--- src/rtl/key_mode_ctrl.sv ---
// Per-key debounce FSM: emits a one-cycle press pulse once a low level has held DEB_CYCLES cycles.
// Latency: pulse DEB_CYCLES+3 edges after the key falls (2 sync + 1 entry); no backpressure.
module key_deb #(
    parameter int unsigned DEB_CYCLES = 1_000_000
) (
    input  logic clk,
    input  logic rst,
    input  logic key,
    output logic press
);
    localparam int unsigned CW = $clog2(DEB_CYCLES);
    localparam logic [CW-1:0] LAST = CW'(DEB_CYCLES - 1);

    localparam logic [1:0] IDLE = 2'd0;
    localparam logic [1:0] PCHK = 2'd1;
    localparam logic [1:0] DOWN = 2'd2;
    localparam logic [1:0] RCHK = 2'd3;

    logic          sync1;
    logic          sync2;
    logic [1:0]    st;
    logic [CW-1:0] cnt;

    always_ff @(posedge clk) begin
        if (rst) begin
            sync1 <= 1'b1;
            sync2 <= 1'b1;
            st    <= IDLE;
            cnt   <= '0;
            press <= 1'b0;
        end else begin
            sync1 <= key;
            sync2 <= sync1;
            press <= 1'b0;
            case (st)
                IDLE: begin
                    if (!sync2) begin
                        st  <= PCHK;
                        cnt <= '0;
                    end
                end
                PCHK: begin
                    if (sync2) begin
                        st <= IDLE;
                    end else if (cnt == LAST) begin
                        st    <= DOWN;
                        press <= 1'b1;
                    end else begin
                        cnt <= cnt + CW'(1);
                    end
                end
                DOWN: begin
                    if (sync2) begin
                        st  <= RCHK;
                        cnt <= '0;
                    end
                end
                RCHK: begin
                    // Any low sample during release qualification means the key is still held.
                    if (!sync2) begin
                        st <= DOWN;
                    end else if (cnt == LAST) begin
                        st <= IDLE;
                    end else begin
                        cnt <= cnt + CW'(1);
                    end
                end
                default: st <= IDLE;
            endcase
        end
    end
endmodule

// Two-key 50/60 Hz mode selector producing PWM period/duty configuration.
// Latency: config registers one edge after a press pulse; no backpressure.
module key_mode_ctrl #(
    parameter int unsigned CLK_HZ     = 50_000_000,
    parameter int unsigned DEB_CYCLES = 1_000_000,
    parameter int unsigned DUTY_NUM   = 3
) (
    input  logic        clk,
    input  logic        rst,
    input  logic        key0,
    input  logic        key1,
    output logic        key0_press,
    output logic        key1_press,
    output logic [1:0]  mode,
    output logic        led0,
    output logic        led1,
    output logic [31:0] period,
    output logic [31:0] duty_thr,
    output logic        cfg_update
);
    localparam logic [31:0] PER50  = 32'(CLK_HZ / 50 - 1);
    localparam logic [31:0] DUTY50 = 32'((CLK_HZ / 50) * DUTY_NUM / 4);
    localparam logic [31:0] PER60  = 32'(CLK_HZ / 60 - 1);
    localparam logic [31:0] DUTY60 = 32'((CLK_HZ / 60) * DUTY_NUM / 4);

    logic [1:0] tgt;
    logic       sel;

    key_deb #(.DEB_CYCLES(DEB_CYCLES)) u_deb0 (
        .clk   (clk),
        .rst   (rst),
        .key   (key0),
        .press (key0_press)
    );

    key_deb #(.DEB_CYCLES(DEB_CYCLES)) u_deb1 (
        .clk   (clk),
        .rst   (rst),
        .key   (key1),
        .press (key1_press)
    );

    // Simultaneous presses are ambiguous and dropped; reselecting the active mode is a no-op.
    always_comb begin
        tgt = key0_press ? 2'b01 : 2'b10;
        sel = (key0_press ^ key1_press) && (tgt != mode);
    end

    always_ff @(posedge clk) begin
        if (rst) begin
            mode       <= 2'b01;
            period     <= PER50;
            duty_thr   <= DUTY50;
            cfg_update <= 1'b0;
        end else begin
            cfg_update <= sel;
            if (sel) begin
                mode     <= tgt;
                period   <= tgt[1] ? PER60 : PER50;
                duty_thr <= tgt[1] ? DUTY60 : DUTY50;
            end
        end
    end

    assign led0 = mode[0];
    assign led1 = mode[1];
endmodule

--- config.mk ---
export PLATFORM = sky130hd
export DESIGN_NAME = key_mode_ctrl
export DESIGN_NICKNAME = d
export VERILOG_FILES = /design/src/rtl/key_mode_ctrl.sv
export SDC_FILE = /design/constraint.sdc
export NUM_CORES = 1
export LEC_CHECK = 0
export ABC_AREA = 1
export CORE_ASPECT_RATIO = 1.1
export CORE_MARGIN = 4
export CORE_UTILIZATION = 43
export CTS_BUF_LIST = sky130_fd_sc_hd__clkbuf_8
export DETAILED_ROUTE_END_ITERATION = 10
export GPL_ROUTABILITY_DRIVEN = 0
export GPL_TIMING_DRIVEN = 0
export PLACE_DENSITY = 0.74
export SYNTH_ARGS = -nofsm -noshare
export SYNTH_HDL_FRONTEND = slang
export SYNTH_SLANG_ARGS = --single-unit
export TNS_END_PERCENT = 100
--- constraint.sdc ---
create_clock -name clk -period 1.9 [get_ports clk]
set_input_delay 0.57 -clock clk [delete_from_list [all_inputs] [get_ports clk]]
set_output_delay 0.57 -clock clk [all_outputs]
set_load 0.02 [all_outputs]
==> impl_metrics.csv, run 1 <==
group,metric,value,unit
clock_network,htreeDepth,2,
outcome,status,"complete, no violations",
yosys,netlist_area,3640,um^2
clock_network,clkTransAtPathRegs,0.10,ns
power,max-vdd-ir-drop,0.000365,V
timing,fin_hold_ws,0.419,ns
floorplanning,fp-row-count,34,
yosys,yosysWarnings,0,
yosys,synth_top_cell_area_share,29.2,%
timing,rsz0062_at_grt,"no",
timing,finalSetupViolations,0,
timing,setup-tns-final,0,ns
grt,grt_overflow,0,
setup_path,startpoint_type,"flip-flop",
clock_network,cts.sinks,53,
setup_path,crit_path_max_fanout,12,
setup_path,endpoint_kind,"output pin",
hold_path,hold_class,"reg -> reg",
clock_network,ctsRootBufferMaster,"clkbuf_8",
setup_path,cpMaxStageDelayCell,"dfxtp_4",
setup_path,cp.arrival,1.27,ns
placed_design,dp_cells,715,
run,drv_cap,0,
timing,min_period_over_period,96.7,%
power,p_leak,0.00177,uW
clock_network,cts_inserted_buffers,5,
clock_network,clock_latency,0.31,ns
yosys,async_flop_share,0,%
clock_network,cts_tree,"done",
grt,antenna_found_initial,0,
finish,fin_cells,725,
floorplanning,die_h,104,um
grt,grt_pass1_vias,3019,
floorplanning,dieArea,10000,um^2
routing,drc,0,
grt,grt_use_total,15.6,%
yosys,synth-edff-count,0,
setup_path,path_cells,"buf_4, buf_4, clkdlybuf4s15_1",
setup_path,crit_buf_inv,3,
timing,finalCriticalPeriod,1.84,ns
routing,first_pass_iters,4,
grt,grt_use_met3,3.40,%
setup_path,critPathRequiredTime,1.33,ns
routing,wl,7740,um
yosys,yosys-top-cells-area,"dfxtp_1 (29%), nand2_1 (14%), buf_4 (14%)",
timing,hold_viol_final,0,
finish,drive_above_1_share,22.9,%
power,p_per_area,464,nW/um^2
finish,layout_commonest_cell,"nand2_1",
yosys,ys.flop_type,"dfxtp_1",
timing,slew_violations,0,
routing,vias_per_cell,4.58,
timing,max_freq,544,MHz
grt,grt_use_met1,19.1,%
floorplanning,core_area,8080,um^2
routing,drtAntennaViolNets,0,
finish,fin_nets,622,
grt,grt_max_degree,19,
floorplanning,start_util,45.0,%
finish,final_cell_mix,"nand2_1 (138), buf_4 (69), nor2_1 (55)",
placed_design,port_buffers,33,
setup_path,cp_top_family,"buffers and inverters",
yosys,syn_inst,535,
clock_network,clock_path_buffers,2,
floorplanning,ios,75,
yosys,yosysTopAreaCell,"dfxtp_1",
grt,use_met2,26.4,%
yosys,ys_ff_latch,53,
finish,area.growth.synth_to_final,19.2,%
floorplanning,die_w,95.7,um
timing,clock_skew,0.0114,ns
grt,grt-busiest-layer,"met2",
yosys,synth-seq-area-share,29.2,%
yosys,yosys.cell_types.count,37,
placed_design,hpwl,6000,um
finish,antennaDiodeCount,0,
grt,grt_pass1_wl,13000,um
routing,wire_per_inst,10.7,um
routing,first_iter_violations,143,
routing,vias,3322,
setup_path,critPathKind,"reg -> out",
clock_network,hold_buffers,0,
setup_path,critPathMaxStageDelay,0.42,ns
setup_path,crit_top_cell,"buf_4",
yosys,avgSynthCellArea,6.80,um^2
metrics by stage:
step | setup slack, ns | instance area [um^2] | total power [uW] | util, %
5_1_grt | 0.00322 | 4340 | 2090 | 53.7
6_report | 0.0633 | 4340 | 2010 | 53.7
2_1_floorplan | 0.403 | 3780 | 1330 | -
4_1_cts | 0.000930 | 4330 | 2030 | 53.6
3_3_place_gp | -0.258 | 4250 | 1360 | 52.6
3_5_place_dp | -0.300 | 4250 | 1360 | 52.6
final cells by class:
class	count	area (um^2)
buffer	77	582
clock buffer	5	68.8
clock inverter	3	26.3
fill	789	3750
inverter	49	185
multi-input combinational	395	1960
sequential	53	1070
tap	108	135
timing repair buffer	35	309
logic make-up after synthesis:
kind of cell             count (synthesis)  synth area share (%)
buffers and inverters                  126                  21.0
other                                    2                 0.206
flip-flops                              53                  29.2
AO/OA/AOI/OAI                           57                  9.18
adder cells (fa/ha/maj)                  2                 0.688
AND/OR/NAND/NOR                        279                  35.9
XOR/XNOR                                16                  3.85
synth_stat cells (all sizes together), types with 3 or more instances:
cell type / instances
nor3: 10
a21oi: 39
o21bai: 3
o21ai: 14
nand4: 10
nand3: 26
dfxtp: 53
nor2: 64
buf: 71
xnor2: 7
inv: 48
xor2: 9
nand2: 156
or2: 6
clkbuf: 6
path summary, 6_finish.rpt:
path	start	endpoint	slack [ns]	cells past startpoint
worst min register to register	u_deb1.sync1$_SDFF_PP1_	u_deb1.sync2$_SDFF_PP1_	0.42	1
worst max register to register	u_deb1.cnt[1]$_SDFFE_PP0P_	u_deb1.cnt[16]$_SDFFE_PP0P_	0.16	9
worst min-delay path	u_deb1.sync1$_SDFF_PP1_	u_deb1.sync2$_SDFF_PP1_	0.42	1
worst max-delay path	mode[0]$_SDFFE_PP1P_	period[16]	0.06	3
metal layers:
layer	share of wire, %	vias to the layer above
met5	0	-
met4	1.3	0
li1	-	1739
met3	7.5	10
met2	49	89
met1	42	1484
power by group:
part,switching (uW),internal [uW]
clock network,404,270
logic,138,82.9
registers,3.54,1110
flip-flops by register name, summed over array words and instances (netlist names), named ones only:
register      cells
u_deb0.cnt       20
u_deb1.cnt       20
cfg_update        1
duty_thr          1
mode              1
u_deb0.press      1
u_deb0.st         1
u_deb0.sync1      1
u_deb0.sync2      1
u_deb1.press      1
u_deb1.st         1
u_deb1.sync1      1
u_deb1.sync2      1
repair_timing:
action	CTS	global route
setup buffers	2	0
endpoints found under the setup margin	28	22
resized for setup	32	9
Power figures use the tool's default switching activity.
==> inputs of run 2 (changes only) <==
HOLD_SLACK_MARGIN = 0.08   (was unset)
==> results of run 2 <==
Final layout, timing and power as in run 1 (identical DEF).
